--- src/rtl/tick_irq_pkg.sv ---
// Shared constants for the tick interrupt controller.
// Register byte offsets (PADDR[4:2] selects the word), CTRL/STATUS bit
// positions and the default pending-counter width.
package tick_irq_pkg;

  localparam int PEND_W_DEF = 8;

  localparam logic [4:0] REG_CTRL   = 5'h00;
  localparam logic [4:0] REG_STATUS = 5'h04;
  localparam logic [4:0] REG_ACK    = 5'h08;
  localparam logic [4:0] REG_TOTAL  = 5'h0C;
  localparam logic [4:0] REG_TSTAMP = 5'h10;

  localparam int CTRL_EN_BIT    = 0;
  localparam int CTRL_CLR_BIT   = 1;
  localparam int STATUS_OVF_BIT = 31;

  // Word index of a register as seen on PADDR[4:2].
  function automatic logic [2:0] reg_idx(input logic [4:0] off);
    return off[4:2];
  endfunction

endpackage

--- src/rtl/tick_pend_cnt.sv ---
// Saturating pending-tick counter.
// Ports:
//   i_clk, i_rst_n   clock, async active-low reset
//   i_en             increments are accepted only while set
//   i_clr            clear count and overflow (highest priority)
//   i_inc, i_dec     tick event / acknowledge; both together cancel out
//   i_ovf_clr        clear the sticky overflow flag
//   o_cnt, o_ovf     registered count and overflow flag
//   o_cnt_nxt        value the count takes at the next edge
module tick_pend_cnt
  import tick_irq_pkg::*;
#(
  parameter int PEND_W = PEND_W_DEF
) (
  input  logic              i_clk,
  input  logic              i_rst_n,
  input  logic              i_en,
  input  logic              i_clr,
  input  logic              i_inc,
  input  logic              i_dec,
  input  logic              i_ovf_clr,
  output logic [PEND_W-1:0] o_cnt,
  output logic [PEND_W-1:0] o_cnt_nxt,
  output logic              o_ovf
);

  localparam logic [PEND_W-1:0] CNT_MAX = '1;
  localparam logic [PEND_W-1:0] CNT_ONE = PEND_W'(1);

  logic [PEND_W-1:0] r_cnt;
  logic              r_ovf;
  logic [PEND_W-1:0] w_cnt_nxt;
  logic              w_ovf_nxt;

  always_comb begin
    w_cnt_nxt = r_cnt;
    w_ovf_nxt = r_ovf;
    if (i_ovf_clr) w_ovf_nxt = 1'b0;
    if (i_clr) begin
      w_cnt_nxt = '0;
      w_ovf_nxt = 1'b0;
    end else if (i_inc && i_dec) begin
      // tick and ack in the same cycle cancel, even at 0 or at max
    end else if (i_inc) begin
      if (i_en) begin
        // a saturating tick sets ovf even if a W1C lands in the same cycle
        if (r_cnt == CNT_MAX) w_ovf_nxt = 1'b1;
        else                  w_cnt_nxt = r_cnt + CNT_ONE;
      end
    end else if (i_dec) begin
      if (r_cnt != '0) w_cnt_nxt = r_cnt - CNT_ONE;
    end
  end

  always_ff @(posedge i_clk or negedge i_rst_n) begin
    if (!i_rst_n) begin
      r_cnt <= '0;
      r_ovf <= 1'b0;
    end else begin
      r_cnt <= w_cnt_nxt;
      r_ovf <= w_ovf_nxt;
    end
  end

  assign o_cnt     = r_cnt;
  assign o_cnt_nxt = w_cnt_nxt;
  assign o_ovf     = r_ovf;

endmodule

--- src/rtl/tick_irq_ctrl.sv ---
// Tick-to-interrupt controller: turns the timer's single-cycle tick into a
// level interrupt, with an APB3 slave for enable, pending count, ack and stats.
// Ports:
//   pclk, nreset        clock, async active-low reset
//   tick_in             timer tick, counted on its rising edge only
//   psel/penable/pwrite/paddr/pwdata   APB3 request
//   prdata              combinational read data (0 when not selected)
//   pready / pslverr    tied 1 / 0
//   irq                 registered level interrupt
// Optional feature macro: TICK_IRQ_TIMESTAMP_EN adds a free-running cycle
// counter captured into TSTAMP (offset 0x10) on every tick; without it 0x10
// reads 0.
module tick_irq_ctrl
  import tick_irq_pkg::*;
#(
  parameter int PEND_W = PEND_W_DEF,
  parameter int ADDR_W = 5
) (
  input  logic              pclk,
  input  logic              nreset,
  input  logic              tick_in,
  input  logic              psel,
  input  logic              penable,
  input  logic              pwrite,
  input  logic [ADDR_W-1:0] paddr,
  input  logic [31:0]       pwdata,
  output logic [31:0]       prdata,
  output logic              pready,
  output logic              pslverr,
  output logic              irq
);

  logic              r_tick_q;
  logic              r_en;
  logic              r_irq;
  logic [31:0]       r_total;
  logic              w_tick;
  logic              w_wr;
  logic [2:0]        w_idx;
  logic              w_clr;
  logic              w_ack;
  logic              w_ovf_clr;
  logic              w_en_nxt;
  logic [PEND_W-1:0] w_pend;
  logic [PEND_W-1:0] w_pend_nxt;
  logic              w_ovf;
  logic [31:0]       w_rdata;
  logic              w_unused;

  assign w_tick    = tick_in & ~r_tick_q;
  assign w_wr      = psel & penable & pwrite;
  assign w_idx     = paddr[4:2];
  assign w_clr     = w_wr && (w_idx == reg_idx(REG_CTRL)) && pwdata[CTRL_CLR_BIT];
  assign w_ack     = w_wr && (w_idx == reg_idx(REG_ACK));
  assign w_ovf_clr = w_wr && (w_idx == reg_idx(REG_STATUS)) && pwdata[STATUS_OVF_BIT];
  assign w_en_nxt  = (w_wr && (w_idx == reg_idx(REG_CTRL))) ? pwdata[CTRL_EN_BIT] : r_en;

  tick_pend_cnt #(.PEND_W(PEND_W)) u_pend (
    .i_clk     (pclk),
    .i_rst_n   (nreset),
    .i_en      (r_en),
    .i_clr     (w_clr),
    .i_inc     (w_tick),
    .i_dec     (w_ack),
    .i_ovf_clr (w_ovf_clr),
    .o_cnt     (w_pend),
    .o_cnt_nxt (w_pend_nxt),
    .o_ovf     (w_ovf)
  );

  always_ff @(posedge pclk or negedge nreset) begin
    if (!nreset) begin
      r_tick_q <= 1'b0;
      r_en     <= 1'b0;
      r_irq    <= 1'b0;
      r_total  <= '0;
    end else begin
      r_tick_q <= tick_in;
      r_en     <= w_en_nxt;
      // irq follows next-state values so it rises with the pend that causes it
      r_irq    <= w_en_nxt & (w_pend_nxt != '0);
      if (w_tick) r_total <= r_total + 32'd1;
    end
  end

`ifdef TICK_IRQ_TIMESTAMP_EN
  logic [31:0] r_cyc;
  logic [31:0] r_tstamp;

  always_ff @(posedge pclk or negedge nreset) begin
    if (!nreset) begin
      r_cyc    <= '0;
      r_tstamp <= '0;
    end else begin
      r_cyc <= r_cyc + 32'd1;
      if (w_tick) r_tstamp <= r_cyc;
    end
  end
`endif

  always_comb begin
    w_rdata = '0;
    if (psel) begin
      case (w_idx)
        reg_idx(REG_CTRL):   w_rdata[CTRL_EN_BIT] = r_en;
        reg_idx(REG_STATUS): begin
          w_rdata[PEND_W-1:0]     = w_pend;
          w_rdata[STATUS_OVF_BIT] = w_ovf;
        end
        reg_idx(REG_TOTAL):  w_rdata = r_total;
`ifdef TICK_IRQ_TIMESTAMP_EN
        reg_idx(REG_TSTAMP): w_rdata = r_tstamp;
`endif
        default:             w_rdata = '0;
      endcase
    end
  end

  assign w_unused = ^{paddr[1:0], pwdata[30:2]};

  assign prdata  = w_rdata;
  assign pready  = 1'b1;
  assign pslverr = 1'b0;
  assign irq     = r_irq;

endmodule
--- config.mk ---
export PLATFORM = sky130hd
export DESIGN_NAME = tick_irq_ctrl
export DESIGN_NICKNAME = d
export VERILOG_FILES = /design/src/rtl/tick_irq_pkg.sv /design/src/rtl/tick_pend_cnt.sv /design/src/rtl/tick_irq_ctrl.sv
export SDC_FILE = /design/constraint.sdc
export NUM_CORES = 1
export LEC_CHECK = 0
export BUFFER_PORTS_ARGS = -buffer_cell sky130_fd_sc_hd__buf_2
export CAP_MARGIN = 5
export CELL_PAD_IN_SITES_DETAIL_PLACEMENT = 0
export CELL_PAD_IN_SITES_GLOBAL_PLACEMENT = 1
export CORE_ASPECT_RATIO = 1.5
export CORE_MARGIN = 4
export CORE_UTILIZATION = 42
export DETAILED_ROUTE_END_ITERATION = 8
export PLACE_DENSITY_LB_ADDON = 0.25
export SETUP_SLACK_MARGIN = 0.4
export SYNTH_ARGS = -nofsm -noshare
export SYNTH_HDL_FRONTEND = slang
export SYNTH_HIERARCHICAL = 1
export SYNTH_SLANG_ARGS = --single-unit
--- constraint.sdc ---
create_clock -name pclk -period 4.6 [get_ports pclk]
set_input_delay 0.69 -clock pclk [delete_from_list [all_inputs] [get_ports pclk]]
set_output_delay 0.69 -clock pclk [all_outputs]
set_load 0.02 [all_outputs]
Word-level counts from Yosys, hierarchy flattened
Cells that the tools add are included.

storage, ports and cells
  bits in registers = 44
  input port bits = 43
  logic and storage cells = 46

cells by class
  add/subtract/negate cells = 3
  equal/unequal tests = 4
  multiplexer cells = 19
  bitwise operators = 5
  reductions and logical operators = 9

operator list
  kind                                                                    number
  8-bit 2-to-1 mux                                                        7
  32-bit by 1-bit adder with 32-bit output (second input constant)        1
  32-bit 2-to-1 mux                                                       1
  23-bit 2-to-1 mux                                                       1
  8-bit nonzero test                                                      2
  7-bit one-hot mux with 2 select lines                                   1
  8-bit by 1-bit adder with 8-bit output (second input constant)          1
  8-bit equality test (second input constant)                             1
  8-bit by 1-bit subtractor with 8-bit output (second input constant)     1
  1-bit 2-to-1 mux                                                        7
  3-bit by 2-bit equality test with 1-bit output (second input constant)  2
  1-bit logical AND                                                       6
  1-bit bitwise AND                                                       4
  3-bit by 1-bit equality test with 1-bit output (second input constant)  1
  3-bit zero test                                                         1
  1-bit one-hot mux with 3 select lines                                   1
  1-bit one-hot mux with 2 select lines                                   1
  1-bit NOT                                                               1

Longest topological paths before layout
Gate-level depths: netlist of the first run.

  depth in word-level cells = 10
  mapped depth = 9
  depth with buffers taken out = 8

By module
The synthesis of the first run kept the hierarchy.

modules (own cells, without submodules)
  module         times used  cells each  area an instance (sq um)  seq. area each (sq um)
  tick_irq_ctrl  1           190         1,900.6                   875.8
  tick_pend_cnt  1           101         867.1                     225.2

Worst setup path after synthesis of the first run
OpenSTA, ideal clock, no wires.

  path kind = input to register
  start point = input paddr[4]
  end point = register r_irq (netlist: irq)
  library setup time = 0.136 ns
  data arrival time = 2.424 ns
  data required time = 4.464 ns
  slack = 2.040 ns
  stages on the path = 9
  cell sequence = nand2b_1 -> nor4_1 -> buf_6 -> or4b_1 -> nor3_2 -> xnor2_1 -> o32ai_1 -> nor4_1 -> a21boi_0

between the ends
  word-level cells in the longest chain between the ends = 8
  elaborated cells between the ends (all ways) = 13
  classes of those cells = 1 x eq/ne; 5 x mux; 1 x bitwise; 6 x reduce/logical

RTL lines
  element                                           RTL line             text
  from (decl)                                       tick_irq_ctrl.sv:25  input logic [ADDR_W-1:0] paddr,
  3-bit by 2-bit equality test with 1-bit output *  tick_irq_ctrl.sv:54  assign w_ack = w_wr && (w_idx == reg_idx(REG_ACK));
  1-bit logical AND *                               tick_irq_ctrl.sv:54
  net w_ack                                         tick_irq_ctrl.sv:41  logic w_ack;
  8-bit 2-to-1 mux                                  tick_pend_cnt.sv:50  end else if (i_dec) begin
  8-bit 2-to-1 mux                                  tick_pend_cnt.sv:44  end else if (i_inc) begin
  8-bit 2-to-1 mux *                                tick_pend_cnt.sv:42  end else if (i_inc && i_dec) begin
  8-bit 2-to-1 mux *                                tick_pend_cnt.sv:39  if (i_clr) begin
  net w_pend_nxt[7]                                 tick_irq_ctrl.sv:45  logic [PEND_W-1:0] w_pend_nxt;
  8-bit nonzero test *                              tick_irq_ctrl.sv:81  r_irq <= w_en_nxt & (w_pend_nxt != '0);
  1-bit bitwise AND *                               tick_irq_ctrl.sv:81
  to (signal assigned)                              tick_irq_ctrl.sv:81
  to (decl)                                         tick_irq_ctrl.sv:35  logic r_irq;

The timed path passes the listed nets; every way through them passes the cells marked *.
A chain may end at the register's enable or synchronous reset.

Final worst setup path of the first run
  start point = input paddr[3]
  end point = register r_irq (netlist: irq)

The elaborated chain is that of the path after synthesis.

==> results of run 1 <==
[cells by family (layout without fill, tap and decap cells)]
| family | count (synthesis) | count (layout) |
|---|---|---|
| xor+xnor | 32 | 32 |
| simple gates | 147 | 147 |
| other cells | 2 | 2 |
| compound gates | 29 | 29 |
| mux | 13 | 13 |
| fa+ha+maj | 4 | 4 |
| flops | 44 | 44 |
| buf+inv | 20 | 64 |
[worst max-delay path: cells and delay by family]
kind	cells	cell delay [ps]
and+or+nand+nor	4	1400
buffers and inverters	3	610
AOI/OAI and AO/OA	2	330
xor gates and xnor gates	1	130
[per-layer routing]
metal	up-vias	part of all wire, %	track usage (%)
li1	1097	-	-
met1	1068	40	17.9
met2	40	54	31.0
met3	10	3.1	2.06
met4	0	2.4	5.98
met5	-	0	0
[sequential cells by signal (all words and copies together), names as in the netlist]
name / flops
r_en: 1
r_tick_q: 1
r_total: 32
u_pend/o_ovf: 1
irq: 1
u_pend/o_cnt: 8
[cells in the mapped netlist (all sizes together) (3+ instances only)]
| cell | number | area, um2 |
|---|---|---|
| nor2b | 3 | 18.8 |
| mux2 | 3 | 33.8 |
| xnor2 | 25 | 219 |
| xor2 | 7 | 61.3 |
| dfrtp | 44 | 1100 |
| a22oi | 3 | 22.5 |
| nand3b | 3 | 22.5 |
| a21oi | 5 | 25.0 |
| inv | 9 | 33.8 |
| mux2i | 10 | 100 |
| nor3 | 10 | 60.1 |
| nand3 | 20 | 100 |
| nand4 | 10 | 68.8 |
| nor4 | 6 | 37.5 |
| nand2 | 20 | 75.1 |
| ha | 4 | 50.1 |
| a21o | 3 | 22.5 |
| or3 | 4 | 31.3 |
| and3 | 4 | 26.3 |
| nand2b | 3 | 26.3 |
| nor2 | 26 | 108 |
| buf | 8 | 67.6 |
| and2 | 28 | 176 |
| a31oi | 4 | 25.0 |
[power breakdown]
| part | switching, mW | internal, mW |
|---|---|---|
| clock network | 0.127 | 0.161 |
| logic | 0.171 | 0.142 |
| registers | 0.124 | 0.445 |
| total | 0.422 | 0.748 |
[final cells by class]
class	count	share of cell area, %
Sequential cell	44	35.2
Multi-Input combinational cell	227	49.4
Clock buffer	6	2.32
Timing Repair Buffer	47	7.77
Inverter	9	1.08
Clock inverter	2	1.12
Tap cell	76	3.04
[per-stage QoR]
| step | area (um2) | total power [mW] | util (%) |
|---|---|---|---|
| final | 3130 | 1.17 | 48.5 |
| after global routing | 3130 | 1.25 | 48.5 |
| after CTS | 3130 | 1.18 | 48.5 |
| after detailed placement | 3020 | 0.893 | 46.9 |
| after global placement | 3020 | 0.889 | 46.9 |
| after floorplan | 2770 | 0.796 | - |
[worst paths after layout]
check / cells past startpoint / endpoint / startpoint / slack [ps]
min: 1 / r_total[31] / r_total[31] / 480
max in group asynchronous: 1 / r_total[30] / nreset / 3460
min in group asynchronous: 1 / r_total[14] / nreset / 540
max: 10 / irq / paddr[3] / 1560
min reg2reg: 1 / r_total[31] / r_total[31] / 480
max reg2reg: 8 / irq / u_pend/o_cnt[0] / 2190
==> flow_summary.yaml, run 1 <==
run:
  max_cap_violations: 0
yosys:
  synth-compound-area-share_pct: 8.32
  synth_top_family_by_area: "simple AND/OR/NAND/NOR gates"
  synth_adder_area_share_pct: 1.81
  synth_xor_area_share_pct: 10.1
  yosys_warnings: 6
  synthArstFlopShare_pct: 100
  synthSimpleGateAreaFrac_pct: 30.5
  avgSynthCellArea_um2: 9.51
  synth_top_flop_cell: "dfrtp_1"
  yosysSeqAreaShare_pct: 39.8
  netlist_area_um2: 2770
  muxShareOfSynthArea_pct: 4.84
  synth_cells: 291
  yosysUniqueCellTypes: 56
  syn_nets: 338
  ys_ff_latch: 44
  synth-edff-count: 0
timing:
  hold_slack_ps: 483
  tightestPinTransition_ps: 963
  tns_ps: 0
  hold_viol: 0
  finClkSkew_ps: 10.3
  min_period_ps: 3040
  fmax_ghz: 0.329
  rsz0062_at_grt: "no"
  finalSetupViolCount: 0
  timing.final.crit_share_pct: 66.1
  slew_violations: 0
  max_slew_margin_pct: 35.8
  setup_slack_ps: 1560
clocking:
  cts_buffer_depth: 2
  cts_made_buffers: 5
  clock_sinks: 44
  post_cts_buffers: 0
  root_buffer: "clkbuf_8"
  htree_levels: 2
  postCtsHoldBufs: 0
  clock_latency_ps: 290
  cts.clk_slew.worst_paths_ps: 80
  ctsResizeCount: 0
  cts_tree: "built"
routing:
  drtAntennaViolNets: 0
  vias: 2215
  wirelength_mm: 6.13
  routed_via_density: 5.39
  remaining_drc_errors: 0
  firstDrtPassIters: 4
  drt_iter0_drc: 74
  drt-wirelength-per-cell_um: 14.9
global_route:
  antenna_found_initial: 0
  grt_pass1_wl_mm: 10.2
  grt_max_degree: 45
  grt_usage_pct: 16.3
  grt_overflow: 0
  grt_pass1_vias: 2211
layout:
  nFillCells: 648
  seq_area_um2: 1100
  final_cells: 411
  nets: 381
  drive_gt1_share_pct: 22.1
  multi_input_area_um2: 1550
  final_cell_mix: "buf_2, dfrtp_1, and2_1"
  diodes: 0
  area_growth_syn_to_layout_pct: 12.9
floorplanning:
  die_w_um: 74.3
  initial_core_util_pct: 43.0
  die_y_um: 107
  rows: 36
  pin_count: 78
  core_area_um2: 6440
  die_area_um2: 7980
critical_path:
  critical-path-max-stage-delay_ps: 490
  worstSetupPathType: "in2reg"
  endpoint_kind: "flop"
  path_cells: "buf_2 -> inv_1 -> nor4_1 -> buf_4 -> or4b_1 -> nor3_2 -> xnor2_1 -> o32ai_1 -> nor4_1 -> a21boi_0"
  cp_max_fo: 13
  startpoint_type: "input pin"
  crit_top_cell: "nor4_1"
  arrival_ps: 3170
  crit_required_ps: 4730
  crit_slowest_cell: "or4b_1"
placed_design:
  dp_cells: 403
  hpwl_mm: 4.78
  pre_cts_ws_ps: 1260
  numPortBuffers: 44
  gp_congestion: 0.813
power:
  ir_drop_mv: 0.209
  powerDensity_nw_per_um2: 374
  leakagePower_nw: 1.44
min_path:
  hold_path_class: "reg2reg"
status:
  status: "completed"
No activity file was read; power rests on OpenSTA's default activity.
==> run 2: changes to the inputs <==
Settings changed: CORE_UTILIZATION 42 to 35.
Clock period 4.6 ns to 2.68 ns, I/O delays scaled along.
==> flow_summary.yaml, run 2 (synthesis gave the netlist of run 1 again) <==
status:
  status: "completed"
timing:
  slew_violations: 0
  tightestPinTransition_ps: 519
  rsz0062_at_grt: "no"
  hold_slack_ps: 95.4
  min_period_ps: 2210
  finalSetupViolCount: 0
  timing.final.crit_share_pct: 82.6
  tns_ps: 0
  setup_slack_ps: 465
  fmax_ghz: 0.452
  max_slew_margin_pct: 65.4
  finClkSkew_ps: 2.63
  hold_viol: 0
routing:
  wl_met3_um: 297
  vias: 2364
  drt-wirelength-per-cell_um: 14.7
  firstDrtPassIters: 4
  m1WireLength_mm: 2.58
  highest_layer: "met4"
  wl_met2_mm: 3.67
  routed_via_density: 5.12
  drtAntennaViolNets: 0
  wirelength_mm: 6.81
  drt_iter0_drc: 100
  remaining_drc_errors: 0
layout:
  seq_area_um2: 1100
  nFillCells: 773
  multi_input_area_um2: 1620
  diodes: 0
  final_cell_mix: "buf_2, dfrtp_1, and2_1, buf_4, xnor2_1"
  area_growth_syn_to_layout_pct: 25.5
  nets: 407
  largest_register_ffs: 32
  drive_gt1_share_pct: 30.6
  final_cells: 462
  fin_area_um2: 3470
  largest_register: "r_total"
  finish.utilization_pct: 45.3
  layout_commonest_cell: "buf_2"
clocking:
  cts_made_buffers: 5
  cts_buffer_depth: 2
  postCtsHoldBufs: 0
  clock_latency_ps: 280
  cts_tree: "built"
  clock_sinks: 44
  root_buffer: "clkbuf_16"
  htree_levels: 2
  cts.clk_slew.worst_paths_ps: 60
placed_design:
  hpwl_mm: 5.19
  dp_cells: 445
  pre_cts_ws_ps: 54.9
  numPortBuffers: 44
  gp_congestion: 0.819
  placed_area_um2: 3180
global_route:
  grt_pass1_vias: 2301
  grt_usage_pct: 15.2
  grt_max_degree: 25
  grt_pass1_wl_mm: 11.1
  antenna_found_initial: 0
  grt_overflow: 0
floorplanning:
  rows: 39
  core_area_um2: 7660
  die_w_um: 80.6
  initial_core_util_pct: 36.1
  die_area_um2: 9420
  pin_count: 78
  die_y_um: 117
power:
  power_frac_comb_pct: 32.9
  p_sw_share_pct: 35.4
  p_seq_share_pct: 42.1
  p_int_mw: 1.46
  pwr-share-clk_pct: 25.0
  power_switching_uw: 800
  power_mw: 2.26
  leakagePower_nw: 1.62
  ir_drop_mv: 0.345
  powerDensity_nw_per_um2: 651
critical_path:
  worstSetupPathType: "reg2reg"
  crit_required_ps: 2820
  arrival_ps: 2360
  rrSetupSlack_ps: 470
  cp_max_fo: 4
  endpoint_kind: "flop"
  startpoint_type: "flop"
  startpoint: "u_pend/o_cnt[0]"
  regToRegStartpoint: "u_pend/o_cnt[0]"
min_path:
  hold_path_class: "in2async"
run:
  max_cap_violations: 0
run 2: cell count changes in the layout (fill, tap and decap cells not counted), sizes merged:
cell,delta
bufinv,-1
dlymetal6s2s,+1
buf,+25
run 2: layer usage:
layer,global-route usage (%),vias to the layer above
li1,-,1153
met1,16.3,1132
met2,29.0,61
met3,2.53,18
met4,6.54,0
met5,0,-
run 2: path summary, 6_finish.rpt:
path                                    end  cells past startpoint
worst max-delay path                    irq                      8
worst min-delay path             r_total[2]                      1
worst max register to register          irq                      8
worst min register to register  r_total[21]                      1
max in group asynchronous       r_total[29]                      2
min in group pclk                  r_tick_q                      1
run 2: final cells by class:
| class | instances | share of cell area, % |
|---|---|---|
| clock buffer | 6 | 3.71 |
| clock inverter | 1 | 0.144 |
| inverter | 9 | 0.973 |
| multi-input combinational | 227 | 46.6 |
| sequential | 44 | 31.8 |
| tap | 102 | 3.68 |
| timing repair buffer | 73 | 13.1 |
run 2: power groups by stage:
| stage | registers (mW) | clock network [mW] | logic, mW |
|---|---|---|---|
| global route | 0.972 | 0.614 | 0.813 |
| finish | 0.951 | 0.565 | 0.745 |
| floorplan | 0.905 | 0 | 0.461 |
| CTS | 0.943 | 0.581 | 0.709 |
| global placement | 0.985 | 0 | 0.602 |
| detailed placement | 0.985 | 0 | 0.605 |
run 2: timing repair:
action / 4_1_cts / 5_1_grt
setup endpoints to repair: 1 / 1
buffers inserted: 6 / 4
pin swaps: 1 / 7
gates resized for setup: 3 / 12
cloned: 0 / 0
run 2: critical path, cell delays in order, from the launching register on:
cell and delay, ps:
dfrtp_2 410, inv_1 80, ha_1 200, or3b_4 410, o311ai_4 330, a21o_1 170, a21oi_1 70, nor4_1 270
a21boi_0 140
